File: config.mk
export PLATFORM = sky130hd
export DESIGN_NAME = fll_loop_controller
export DESIGN_NICKNAME = d
export VERILOG_FILES = /design/src/rtl/fll_pkg.sv /design/src/rtl/fll_lock_detector.sv /design/src/rtl/fll_loop_controller.sv
export SDC_FILE = /design/constraint.sdc
export NUM_CORES = 1
export LEC_CHECK = 0
export BUFFER_PORTS_ARGS = -buffer_cell sky130_fd_sc_hd__buf_4
export CAP_MARGIN = 15
export CORE_MARGIN = 5
export CORE_UTILIZATION = 65
export CTS_CLUSTER_SIZE = 30
export DETAILED_ROUTE_END_ITERATION = 8
export PLACE_DENSITY = 0.86
export SLEW_MARGIN = 40
export SYNTH_ARGS = -nofsm -noshare
export SYNTH_HDL_FRONTEND = slang
export SYNTH_SLANG_ARGS = --single-unit
File: constraint.sdc
create_clock -name clk -period 10.78 [get_ports clk]
set_input_delay 1.078 -clock clk [delete_from_list [all_inputs] [get_ports clk]]
set_output_delay 1.078 -clock clk [all_outputs]
set_load 0.01 [all_outputs]
File: src/rtl/fll_pkg.sv
// rtl/fll_pkg.sv - FLL loop controller state encoding, default widths and saturating add
package fll_pkg;

    typedef enum logic [1:0] {
        IDLE    = 2'b00,
        ACQUIRE = 2'b01,
        SWEEP   = 2'b10,
        TRACK   = 2'b11
    } fll_state_t;

    localparam int FLL_ERR_BITS  = 12;
    localparam int FLL_FREQ_BITS = 24;

    // Symmetric clamp to +/-(2^(bits-1)-1); operands arrive already sign-extended.
    function automatic logic signed [63:0] sat_add(
        input logic signed [63:0] a,
        input logic signed [63:0] b,
        input int                 bits
    );
        logic signed [63:0] lim;
        logic signed [63:0] sum;
        lim = (64'sd1 <<< (bits - 1)) - 64'sd1;
        sum = a + b;
        if (sum > lim) begin
            return lim;
        end
        if (sum < -lim) begin
            return -lim;
        end
        return sum;
    endfunction

endpackage

File: src/rtl/fll_lock_detector.sv
// rtl/fll_lock_detector.sv - |err| threshold compare with lock/unlock run counters
module fll_lock_detector
    import fll_pkg::*;
#(
    parameter int ErrBits       = FLL_ERR_BITS,
    parameter int LockThreshold = 64,
    parameter int LockCount     = 256,
    parameter int UnlockCount   = 32
) (
    input  logic                      clk,
    input  logic                      rst,
    input  logic                      clear,
    input  logic                      sample,
    input  logic signed [ErrBits-1:0] err,
    output logic                      lock_hit,
    output logic                      unlock_hit
);
    localparam int                 LW          = $clog2(LockCount + 1);
    localparam int                 UW          = $clog2(UnlockCount + 1);
    localparam logic [LW-1:0]      LOCK_LAST   = LW'(LockCount - 1);
    localparam logic [UW-1:0]      UNLOCK_LAST = UW'(UnlockCount - 1);
    localparam logic [ErrBits-1:0] THRESH      = ErrBits'(LockThreshold);
    localparam logic [ErrBits-1:0] MOST_NEG    = {1'b1, {(ErrBits-1){1'b0}}};

    logic [ErrBits-1:0] mag;
    logic               in_lock;
    logic [LW-1:0]      lock_cnt;
    logic [UW-1:0]      unlock_cnt;

    // The most negative code has no positive twin, so it folds onto the largest magnitude.
    always_comb begin
        if (err == MOST_NEG) begin
            mag = ~MOST_NEG;
        end else if (err[ErrBits-1]) begin
            mag = $unsigned(-err);
        end else begin
            mag = $unsigned(err);
        end
    end

    assign in_lock    = (mag <= THRESH);
    assign lock_hit   = sample && in_lock && (lock_cnt >= LOCK_LAST);
    assign unlock_hit = sample && !in_lock && (unlock_cnt >= UNLOCK_LAST);

    always_ff @(posedge clk) begin
        if (rst || clear) begin
            lock_cnt   <= '0;
            unlock_cnt <= '0;
        end else if (sample) begin
            if (in_lock) begin
                if (lock_cnt != '1) begin
                    lock_cnt <= lock_cnt + 1'b1;
                end
                unlock_cnt <= '0;
            end else begin
                lock_cnt <= '0;
                if (unlock_cnt != '1) begin
                    unlock_cnt <= unlock_cnt + 1'b1;
                end
            end
        end
    end

endmodule

File: src/rtl/fll_loop_controller.sv
// rtl/fll_loop_controller.sv - FLL sequencer (gain schedule, lock, sweep); FLL_LOCK_STATS_EN adds lock_losses/sweep_steps
module fll_loop_controller
    import fll_pkg::*;
#(
    parameter int ErrBits       = FLL_ERR_BITS,
    parameter int FreqBits      = FLL_FREQ_BITS,
    parameter int AcqShift      = 8,
    parameter int TrackShift    = 3,
    parameter int LockThreshold = 64,
    parameter int LockCount     = 256,
    parameter int UnlockCount   = 32,
    parameter int AcqTimeout    = 65536,
    parameter int SweepStep     = 262144,
    parameter int SweepLimit    = 2097152
) (
    input  logic                       clk,
    input  logic                       rst,
    input  logic                       enable,
    input  logic signed [ErrBits-1:0]  err,
    input  logic                       err_valid,
    output logic                       err_ready,
    output logic signed [FreqBits-1:0] freq_word,
    output logic                       freq_valid,
    input  logic                       freq_ready,
    output logic                       locked,
`ifdef FLL_LOCK_STATS_EN
    output logic [15:0]                lock_losses,
    output logic [15:0]                sweep_steps,
`endif
    output logic [1:0]                 state
);
    localparam int              TW       = $clog2(AcqTimeout + 1);
    localparam logic [TW-1:0]   TMO_LAST = TW'(AcqTimeout - 1);
    localparam logic signed [63:0] LIM64 = 64'(SweepLimit);

    fll_state_t                 cur;
    fll_state_t                 nxt;
    logic signed [FreqBits-1:0] freq_nxt;
    logic signed [FreqBits-1:0] upd;
    logic                       fv_nxt;
    logic                       locked_nxt;
    logic                       clear;
    logic                       accept;
    logic                       lock_hit;
    logic                       unlock_hit;
    logic                       tmo_hit;
    logic [TW-1:0]              tmo_cnt;
    logic [TW-1:0]              tmo_nxt;
    logic signed [63:0]         err64;
    logic signed [63:0]         fw64;
    logic signed [63:0]         sw64;

    assign state     = cur;
    assign err_ready = enable && (cur == ACQUIRE || cur == TRACK) && (!freq_valid || freq_ready);
    assign accept    = err_valid && err_ready;
    assign tmo_hit   = accept && (tmo_cnt >= TMO_LAST);

    assign err64 = {{(64-ErrBits){err[ErrBits-1]}}, err};
    assign fw64  = {{(64-FreqBits){freq_word[FreqBits-1]}}, freq_word};
    assign upd   = FreqBits'(sat_add(fw64, (cur == TRACK) ? (err64 <<< TrackShift) : (err64 <<< AcqShift), FreqBits));
    assign sw64  = fw64 + 64'(SweepStep);

    fll_lock_detector #(
        .ErrBits       (ErrBits),
        .LockThreshold (LockThreshold),
        .LockCount     (LockCount),
        .UnlockCount   (UnlockCount)
    ) u_lock (
        .clk        (clk),
        .rst        (rst),
        .clear      (clear),
        .sample     (accept),
        .err        (err),
        .lock_hit   (lock_hit),
        .unlock_hit (unlock_hit)
    );

    always_comb begin
        nxt        = cur;
        freq_nxt   = freq_word;
        fv_nxt     = freq_valid && !freq_ready;
        locked_nxt = locked;
        tmo_nxt    = tmo_cnt;
        clear      = 1'b0;
        if (!enable) begin
            nxt        = IDLE;
            fv_nxt     = 1'b0;
            locked_nxt = 1'b0;
            tmo_nxt    = '0;
            clear      = 1'b1;
        end else begin
            if (accept) begin
                freq_nxt = upd;
                fv_nxt   = 1'b1;
                if (tmo_cnt != '1) begin
                    tmo_nxt = tmo_cnt + 1'b1;
                end
            end
            case (cur)
                IDLE: begin
                    nxt     = ACQUIRE;
                    tmo_nxt = '0;
                    clear   = 1'b1;
                end
                ACQUIRE: begin
                    // Lock takes priority over a timeout landing on the same sample.
                    if (lock_hit) begin
                        nxt        = TRACK;
                        locked_nxt = 1'b1;
                        tmo_nxt    = '0;
                        clear      = 1'b1;
                    end else if (tmo_hit) begin
                        nxt = SWEEP;
                    end
                end
                SWEEP: begin
                    if (!freq_valid || freq_ready) begin
                        freq_nxt = (sw64 > LIM64) ? FreqBits'(-LIM64) : FreqBits'(sw64);
                        fv_nxt   = 1'b1;
                        tmo_nxt  = '0;
                        clear    = 1'b1;
                        nxt      = ACQUIRE;
                    end
                end
                TRACK: begin
                    if (unlock_hit) begin
                        nxt        = ACQUIRE;
                        locked_nxt = 1'b0;
                        tmo_nxt    = '0;
                        clear      = 1'b1;
                    end
                end
                default: nxt = IDLE;
            endcase
        end
    end

    always_ff @(posedge clk) begin
        if (rst) begin
            cur        <= IDLE;
            freq_word  <= '0;
            freq_valid <= 1'b0;
            locked     <= 1'b0;
            tmo_cnt    <= '0;
        end else begin
            cur        <= nxt;
            freq_word  <= freq_nxt;
            freq_valid <= fv_nxt;
            locked     <= locked_nxt;
            tmo_cnt    <= tmo_nxt;
        end
    end

`ifdef FLL_LOCK_STATS_EN
    always_ff @(posedge clk) begin
        if (rst) begin
            lock_losses <= '0;
            sweep_steps <= '0;
        end else begin
            if (cur == TRACK && nxt == ACQUIRE && lock_losses != 16'hFFFF) begin
                lock_losses <= lock_losses + 16'd1;
            end
            if (cur != SWEEP && nxt == SWEEP && sweep_steps != 16'hFFFF) begin
                sweep_steps <= sweep_steps + 16'd1;
            end
        end
    end
`endif

endmodule
==> impl_metrics.json, run 1 <==
{
  "netlist_instances": 631,
  "period_needed_ps": 4620,
  "leakage_uw": 0.00205,
  "ant_nets": 0,
  "setup_slack_ps": 6160,
  "ys_seq_elements": 60,
  "grt_setup_unrepaired": "no",
  "ir_worst_vdd_uv": 109,
  "finClkSkew_ps": 8.58,
  "wl_per_cell_um": 17.8,
  "area_delta_synth_final_pct": 11.0,
  "rows": 31,
  "fin_nets": 705,
  "synth.distinct_cells": 70,
  "setup_viol": 0,
  "max_freq_mhz": 216,
  "firstDrtPassIters": 6,
  "ios": 46,
  "drive_above_1_share_pct": 12.2,
  "die_h_um": 96.0,
  "yosys_warnings": 0,
  "diodes": 0,
  "coreArea_mm2": 0.00721,
  "antenna_found_initial": 0,
  "fin_cells": 762,
  "post_cts_resized": 0,
  "cts_setup_buffers": 0,
  "grt_pass1_wl_um": 22100,
  "fin_tns_setup_ps": 0,
  "cp_max_fo": 21,
  "vias": 5159,
  "critPathLaunchType": "flop",
  "clk_pin_slew_ps": 70,
  "cts_tree": "built",
  "dp_hpwl_um": 9890,
  "via_per_inst": 6.77,
  "fillCellCount": 585,
  "crit_type": "flop to flop",
  "p_per_area_mw_per_mm2": 101,
  "synth_ff_type": "dfxtp_1",
  "avgSynthCellArea_um2": 7.61,
  "post-place-cells": 746,
  "place.gp.congestion": 0.920,
  "end_kind": "flop",
  "ctsHoldBuffers": 0,
  "netlist_top_cells_area": "dfxtp_1 (25%), ha_1 (7.6%), a21oi_1 (5.9%)",
  "final-max-slew-violation-count": 0,
  "clock-sinks": 60,
  "outcome": "finished clean",
  "htreeDepth": 3,
  "drc": 0,
  "drt_iter0_markers": 510,
  "grt.overflow.total": 0,
  "grt_max_degree": 41,
  "hold_viol_final": 0,
  "syn-num-nets": 678,
  "synth_common_cells": "nor2_1 (72), dfxtp_1 (60), a21oi_1 (57)",
  "clockBufferDepth": 2,
  "portBuffers": 45,
  "synth-async-reset-ratio_pct": 0,
  "netlist.area_leader.share_pct": 25.0,
  "wl_um": 13500,
  "dieArea_mm2": 0.00921,
  "track_usage_pct": 30.2,
  "cts_buffers": 9,
  "yosysTopAreaCell": "dfxtp_1",
  "fp.dieW_um": 96.0,
  "yosysSeqAreaShare_pct": 25.0,
  "yosysMostFrequentCell": "nor2_1",
  "place_ws_ps": 5920,
  "relSlewSlack_pct": 47.7,
  "crit_arrival_ps": 4860,
  "clock_latency_ps": 350,
  "fin_crit_sh_pct": 42.9,
  "worst_pin_slew_ps": 785,
  "first_global_vias": 4838,
  "hold_path.class": "flop to flop",
  "root_buffer": "clkbuf_8",
  "cap_violations": 0,
  "r2r_slack_ps": 6160,
  "crit_required_ps": 11020,
  "synth_area_mm2": 0.00480,
  "start_util_pct": 66.6,
  "synth_enable_flop_cells": 0
}
## worst max-delay path: stages, from the launching register on
cell and delay, ps:
dfxtp_1 640, nand2_1 510, nor2_1 230, ha_1 200, inv_1 60, fa_1 400, nand2b_1 190, a211o_1 350
a2111oi_2 460, or4b_1 260, nand3_2 390, o21ai_0 310, a22oi_1 120, a2111oi_2 400
## logic make-up (layout without fill, tap and decap cells)
kind of cell,count (synthesis),after routing,share of synthesized area [%]
AOI/OAI and AO/OA,199,199,27.5
xor gates and xnor gates,31,31,5.65
adders and majority gates,38,38,9.64
buffers and inverters,46,78,4.25
DFF,60,60,25.0
muxes,8,8,1.77
and+or+nand+nor,249,249,26.2
## path summary, 6_finish.rpt
check	end	start	depth (start not counted)
max	freq_word[21]	state[0]	13
min reg2reg	u_lock.unlock_cnt[0]	u_lock.unlock_cnt[0]	2
max reg2reg	freq_word[21]	state[0]	13
min	u_lock.unlock_cnt[0]	u_lock.unlock_cnt[0]	2
## where the power goes
part / switching [µW] / total, µW / internal (µW)
clock network: 89.0 / 194 / 105
logic: 69.0 / 114 / 45.4
registers: 6.81 / 232 / 225
## registers in the layout, indices dropped and copies added, names as in the netlist
signal / count
u_lock.lock_cnt: 9
state: 2
u_lock.unlock_cnt: 6
freq_word: 24
freq_valid: 1
tmo_cnt: 17
locked: 1
## area by class of cell
type,instances,area [µm²],area share (%)
multi-input combinational,525,3420,64.1
sequential,60,1200,22.5
timing repair buffer,47,353,6.62
clock buffer,10,128,2.39
tap,99,124,2.32
inverter,15,56.3,1.06
clock inverter,6,55.1,1.03
## cell usage in the layout, fill, tap and decap left out, types with 8 or more instances in the layout
| cell type | Yosys | layout |
|---|---|---|
| o211ai_1 | 9 | 9 |
| ha_1 | 29 | 29 |
| inv_1 | 15 | 15 |
| and3_1 | 11 | 11 |
| xnor2_1 | 11 | 11 |
| a21o_1 | 10 | 10 |
| maj3_1 | 8 | 8 |
| xor2_1 | 20 | 20 |
| nor2_1 | 72 | 72 |
| nand2_1 | 51 | 51 |
| o21ai_0 | 52 | 52 |
| nand2b_1 | 14 | 14 |
| clkbuf_8 | 0 | 9 |
| nand3_1 | 24 | 23 |
| nor3_1 | 15 | 15 |
| nand4_1 | 13 | 13 |
| dfxtp_1 | 60 | 60 |
| a21oi_1 | 57 | 57 |
| buf_4 | 1 | 47 |
## metal layers
metal | global-route usage (%) | up-vias | share of wire, %
li1 | - | 2412 | -
met1 | 36.2 | 2403 | 40
met2 | 50.7 | 291 | 48
met3 | 6.33 | 53 | 7.3
met4 | 16.0 | 0 | 3.9
met5 | 0 | - | 0
## through the flow
stage	hold WS [ps]	total power [µW]	area, µm²	utilization [%]
after floorplan	436	315	4800	-
after detailed placement	483	347	5140	71.2
final	492	540	5330	73.9
after global placement	453	343	5130	71.1
after global routing	514	562	5330	73.9
after CTS	492	536	5320	73.8
Note: power is estimated with default switching activity, not from simulation.
==> inputs of run 2 (changes only) <==
--- a/config.mk
+++ b/config.mk
@@ -5,13 +5,14 @@
 export SDC_FILE = /design/constraint.sdc
 export NUM_CORES = 1
 export LEC_CHECK = 0
+export ABC_AREA = 1
 export BUFFER_PORTS_ARGS = -buffer_cell sky130_fd_sc_hd__buf_4
 export CAP_MARGIN = 15
 export CORE_MARGIN = 5
-export CORE_UTILIZATION = 65
+export CORE_UTILIZATION = 55
 export CTS_CLUSTER_SIZE = 30
 export DETAILED_ROUTE_END_ITERATION = 8
-export PLACE_DENSITY = 0.86
+export PLACE_DENSITY = 0.77
 export SLEW_MARGIN = 40
 export SYNTH_ARGS = -nofsm -noshare
 export SYNTH_HDL_FRONTEND = slang
==> constraint.sdc (replaced) <==
create_clock -name clk -period 4.1 [get_ports clk]
set_input_delay 0.41 -clock clk [delete_from_list [all_inputs] [get_ports clk]]
set_output_delay 0.41 -clock clk [all_outputs]
set_load 0.01 [all_outputs]
==> impl_metrics.json, run 2 <==
{
  "outcome": "finished clean",
  "grt_pass1_wl_um": 25200,
  "finish.utilization_pct": 63.7,
  "final-max-slew-violation-count": 0,
  "rows": 35,
  "cts_buffers": 9,
  "clock_latency_ps": 340,
  "finClkSkew_ps": 9.59,
  "pwr-share-clk_pct": 40.1,
  "leakage_uw": 0.00290,
  "synth_area_mm2": 0.00527,
  "dp_hpwl_um": 11500,
  "synth_ff_type": "dfxtp_1",
  "swShare_pct": 29.9,
  "htreeDepth": 3,
  "grt_max_degree": 37,
  "wl_per_cell_um": 13.8,
  "p_per_area_mw_per_mm2": 246,
  "ys_seq_elements": 60,
  "coreArea_mm2": 0.00928,
  "yosysSeqAreaShare_pct": 22.8,
  "cts_setup_buffers": 0,
  "p_sw_uw": 435,
  "clockBufferDepth": 2,
  "hp-start": "enable",
  "fillCellCount": 910,
  "hold_viol_final": 0,
  "final_cell_mix": "nand2_1 (270), inv_1 (125), nor2_1 (95)",
  "area_delta_synth_final_pct": 12.2,
  "clock-sinks": 60,
  "netlist.area_leader.share_pct": 22.8,
  "yosysMostFrequentCell": "nand2_1",
  "ctsHoldBuffers": 0,
  "dieArea_mm2": 0.0116,
  "drive_above_1_share_pct": 11.2,
  "drc": 0,
  "start_util_pct": 56.7,
  "first_global_vias": 5446,
  "synth_enable_flop_cells": 0,
  "synth_common_cells": "nand2_1 (271), inv_1 (125), nor2_1 (96)",
  "worst_pin_slew_ps": 732,
  "avgSynthCellArea_um2": 5.97,
  "crit_required_ps": 4370,
  "critical_path.startpoint": "state[0]",
  "sequentialPowerShare_pct": 41.5,
  "internal_power_uw": 1020,
  "antenna_found_initial": 0,
  "fin_crit_sh_pct": 89.0,
  "r2r_start": "state[0]",
  "yosys_warnings": 0,
  "ios": 46,
  "ir_worst_vdd_uv": 224,
  "firstDrtPassIters": 7,
  "wl_um": 14600,
  "grt_setup_unrepaired": "no",
  "track_usage_pct": 26.4,
  "synth-async-reset-ratio_pct": 0,
  "vias": 5737,
  "grt.overflow.total": 0,
  "place.gp.congestion": 0.945,
  "top_register": "freq_word",
  "syn-num-nets": 930,
  "comb_power_share_pct": 18.4,
  "ant_nets": 0,
  "cp_max_fo": 20,
  "synth.distinct_cells": 47,
  "portBuffers": 45,
  "via_per_inst": 5.43,
  "critPathLaunchType": "flop",
  "hold_path.class": "input pin to flop",
  "reg2reg_depth": 19,
  "relSlewSlack_pct": 51.1,
  "min_to": "freq_word[23]",
  "clk_pin_slew_ps": 70,
  "cap_violations": 0,
  "netlist_instances": 883,
  "r2r_slack_ps": 450,
  "r2r-end": "freq_word[20]",
  "diodes": 0,
  "setup_viol": 0,
  "fin_nets": 969,
  "max_freq_mhz": 274,
  "cts_tree": "built",
  "fin_tns_setup_ps": 0,
  "holdPathStages": 3,
  "netlist_top_cells_area": "dfxtp_1 (23%), nand2_1 (19%), inv_1 (8.9%)",
  "yosysTopAreaCell": "dfxtp_1",
  "crit_type": "flop to flop",
  "period_needed_ps": 3650,
  "drt_iter0_markers": 437,
  "end_kind": "flop",
  "largest_reg_flops": 24,
  "crit_arrival_ps": 3920,
  "final_common_cell": "nand2_1",
  "die_h_um": 108,
  "root_buffer": "clkbuf_8",
  "fp.dieW_um": 108,
  "largest_registers": "freq_word x24, tmo_cnt x17, u_lock.lock_cnt x9"
}
-- run 2: cell count changes in the layout (fill, tap and decap cells not counted), moves of 8 or more --
| cell | before | now |
|---|---|---|
| nand3_1 | 23 | 66 |
| nor2_1 | 72 | 95 |
| maj3_1 | 8 | 0 |
| and3_1 | 11 | 1 |
| o21ai_0 | 52 | 32 |
| nand2b_1 | 14 | 0 |
| nand2_1 | 51 | 270 |
| a21o_1 | 10 | 1 |
| inv_1 | 15 | 125 |
-- run 2: cells by family after synthesis --
family                   Yosys count  share of synthesized area [%]
AND/OR/NAND/NOR                  508                           42.3
buffers and inverters            151                           11.4
AO/OA/AOI/OAI                    108                           11.8
flip-flops                        60                           22.8
adder cells (fa/ha/maj)           30                           7.27
XOR/XNOR                          26                           4.47
-- run 2: how the worst max path moves through the flow --
stage          cells past startpoint  slack [ps]       endpoint
5_1_grt                           20          70  freq_word[15]
6_report                          19         450  freq_word[20]
4_1_cts                           20         370   freq_word[7]
3_5_place_dp                      20         400   freq_word[7]
3_3_place_gp                      19         520  freq_word[20]
2_1_floorplan                     25        1140   freq_word[6]
-- run 2: power groups by stage --
stage	clock network (µW)	logic (µW)	registers, µW
2_1_floorplan	0	185	615
3_3_place_gp	0	257	616
3_5_place_dp	0	260	617
4_1_cts	591	261	603
5_1_grt	625	300	604
6_report	584	268	603
-- run 2: critical path, cell delays in order, from the launching register on --
cell and delay [ps]:
dfxtp_1 390, nand2_1 120, inv_1 260, nand2_1 160, o21ai_0 200, inv_1 90
ha_1 350, nand2_1 130, inv_1 50, a21oi_1 240, nor2_1 70, a211oi_1 310
o21ai_2 140, xor2_2 280, inv_2 80, nand2_2 290, nand3_1 140, nand2_1 90
nand2_1 60, a21oi_2 130
-- run 2: layer usage --
metal | part of all wire, % | wire length (µm) | up-vias | global-route usage (%)
met5 | 0 | 0 | - | 0
met4 | 3.2 | 466 | 0 | 9.02
met1 | 45 | 6600 | 2571 | 36.3
li1 | - | - | 2908 | -
met2 | 44 | 6410 | 222 | 41.5
met3 | 7.8 | 1140 | 36 | 4.44
-- run 2: timing repair --
item,CTS,global route
endpoints found under the setup margin,0,19
gates resized for setup,0,2
endpoints found under the hold margin,0,0
-- run 2: cell type report --
cell class | instances | area [µm²] | area share, %
multi-input combinational | 672 | 3480 | 58.9
clock inverter | 7 | 91.3 | 1.55
sequential | 60 | 1200 | 20.3
clock buffer | 9 | 124 | 2.10
tap | 129 | 161 | 2.73
inverter | 132 | 495 | 8.38
timing repair buffer | 47 | 353 | 5.97
-- run 2: stage by stage --
| stage | cells | total power, µW | setup slack (ps) | hold WS (ps) | cell area (µm²) |
|---|---|---|---|---|---|
| global placement | 1040 | 873 | 520 | 473 | 5680 |
| CTS | 1056 | 1460 | 368 | 387 | 5890 |
| global route | 1056 | 1530 | 71.1 | 420 | 5910 |
| detailed placement | 1040 | 876 | 396 | 481 | 5680 |
| finish | 1056 | 1460 | 452 | 407 | 5910 |
| floorplan | 883 | 800 | 1140 | 476 | 5270 |
==> inputs of run 3 (changes only) <==
--- a/config.mk
+++ b/config.mk
@@ -9,10 +9,10 @@
 export BUFFER_PORTS_ARGS = -buffer_cell sky130_fd_sc_hd__buf_4
 export CAP_MARGIN = 15
 export CORE_MARGIN = 5
-export CORE_UTILIZATION = 55
+export CORE_UTILIZATION = 66
 export CTS_CLUSTER_SIZE = 30
 export DETAILED_ROUTE_END_ITERATION = 8
-export PLACE_DENSITY = 0.77
+export PLACE_DENSITY = 0.87
 export SLEW_MARGIN = 40
 export SYNTH_ARGS = -nofsm -noshare
 export SYNTH_HDL_FRONTEND = slang
==> constraint.sdc (replaced) <==
create_clock -name clk -period 4.6 [get_ports clk]
set_input_delay 0.46 -clock clk [delete_from_list [all_inputs] [get_ports clk]]
set_output_delay 0.46 -clock clk [all_outputs]
set_load 0.01 [all_outputs]
==> impl_metrics.json, run 3 (synthesis results as in run 2) <==
{
  "outcome": "finished clean",
  "critPathLaunchType": "flop",
  "fin_tns_setup_ps": 0,
  "top_register": "freq_word",
  "clock_latency_ps": 350,
  "timing.hold.ws_ps": 442,
  "cts_buffers": 9,
  "grt_pass1_wl_um": 25200,
  "clockBufferDepth": 2,
  "area_delta_synth_final_pct": 11.8,
  "max_freq_mhz": 238,
  "fin_nets": 968,
  "grt_setup_unrepaired": "no",
  "dieArea_mm2": 0.00987,
  "hold_path.class": "input pin to flop",
  "crit_required_ps": 4870,
  "leakage_uw": 0.00292,
  "portBuffers": 45,
  "ir_worst_vdd_uv": 272,
  "htreeDepth": 3,
  "cts_setup_buffers": 0,
  "place.gp.congestion": 1.01,
  "first_global_vias": 5525,
  "start_util_pct": 67.8,
  "diodes": 0,
  "clk_pin_slew_ps": 70,
  "final_cell_mix": "nand2_1 (271), inv_1 (125), nor2_1 (95)",
  "cap_violations": 0,
  "cp_max_fo": 20,
  "firstDrtPassIters": 5,
  "fp.dieW_um": 99.3,
  "clock-sinks": 60,
  "drt_iter0_markers": 511,
  "root_buffer": "clkbuf_8",
  "ctsHoldBuffers": 0,
  "ios": 46,
  "wl_per_cell_um": 14.6,
  "drive_above_1_share_pct": 10.9,
  "rows": 32,
  "grt_max_degree": 37,
  "final-max-slew-violation-count": 0,
  "dp_hpwl_um": 11500,
  "track_usage_pct": 30.7,
  "fin_crit_sh_pct": 91.5,
  "grt.overflow.total": 0,
  "antenna_found_initial": 0,
  "largest_reg_flops": 24,
  "p_per_area_mw_per_mm2": 234,
  "relSlewSlack_pct": 46.6,
  "ant_nets": 0,
  "drc": 0,
  "period_needed_ps": 4210,
  "cts_tree": "built",
  "wl_um": 15000,
  "worst_pin_slew_ps": 799,
  "vias": 5947,
  "largest_registers": "freq_word x24, tmo_cnt x17, u_lock.lock_cnt x9",
  "crit_type": "flop to flop",
  "die_h_um": 99.3,
  "hold_viol_final": 0,
  "end_kind": "flop",
  "finClkSkew_ps": 7.04,
  "coreArea_mm2": 0.00777,
  "final_common_cell": "nand2_1",
  "crit_arrival_ps": 4480,
  "via_per_inst": 5.79,
  "setup_viol": 0,
  "post_cts_resized": 0
}
-- run 3: cell types whose count changed in the layout (fill, tap and decap cells not counted), sizes merged --
| cell | delta |
|---|---|
| clkbuf | +3 |
| bufinv | +1 |
| clkinv | -3 |
| buf | -1 |
| clkinvlp | -1 |
-- run 3: area by class of cell --
| type | count | area (µm²) |
|---|---|---|
| Fill cell | 649 | 1880 |
| Sequential cell | 60 | 1200 |
| Inverter | 132 | 495 |
| Clock inverter | 4 | 95.1 |
| Tap cell | 102 | 128 |
| Multi-Input combinational cell | 672 | 3470 |
| Clock buffer | 12 | 155 |
| Timing Repair Buffer | 46 | 345 |
-- run 3: stage by stage --
| stage | setup slack (ps) | cell area [µm²] | utilization, % | std cells | total power [µW] |
|---|---|---|---|---|---|
| floorplan | 1640 | 5270 | - | 883 | 713 |
| global placement | 650 | 5640 | 72.6 | 1012 | 777 |
| detailed placement | 568 | 5640 | 72.6 | 1012 | 781 |
| CTS | 490 | 5890 | 75.8 | 1028 | 1370 |
| global route | 59.2 | 5890 | 75.8 | 1028 | 1430 |
| finish | 390 | 5890 | 75.8 | 1028 | 1380 |
-- run 3: worst paths after layout --
kind	startpoint	endpoint	slack, ps	cells past startpoint
hold reg to reg	locked	locked	510	2
setup / recovery	state[0]	freq_word[17]	390	19
hold / removal	enable	freq_word[23]	440	3
setup reg to reg	state[0]	freq_word[17]	390	19
-- run 3: routing by layer --
| metal | up-vias | global-route usage, % | wire [µm] |
|---|---|---|---|
| met5 | - | 0 | 0 |
| met4 | 0 | 14.5 | 608 |
| met3 | 58 | 3.65 | 1280 |
| met2 | 298 | 52.2 | 7130 |
| met1 | 2679 | 38.6 | 6010 |
| li1 | 2912 | - | - |
-- run 3: where the power goes --
group / internal (µW) / switching (µW)
clock: 389 / 211
combinational: 79.7 / 158
sequential: 526 / 11.7
total: 994 / 381
-- run 3: worst max-delay path: stages, from the launching register on --
cell and delay, ps:
dfxtp_1 390, nand2_1 340, inv_1 360, nand2_1 170, o21ai_0 100, inv_1 90, ha_1 370, nand2_1 150
inv_1 50, a21oi_1 260, nor2_1 70, a211oi_1 320, o21ai_2 130, xor2_2 260, inv_2 60, nand2_1 460
nand3_1 190, nand2_1 120, nand2_1 50, a21oi_1 160
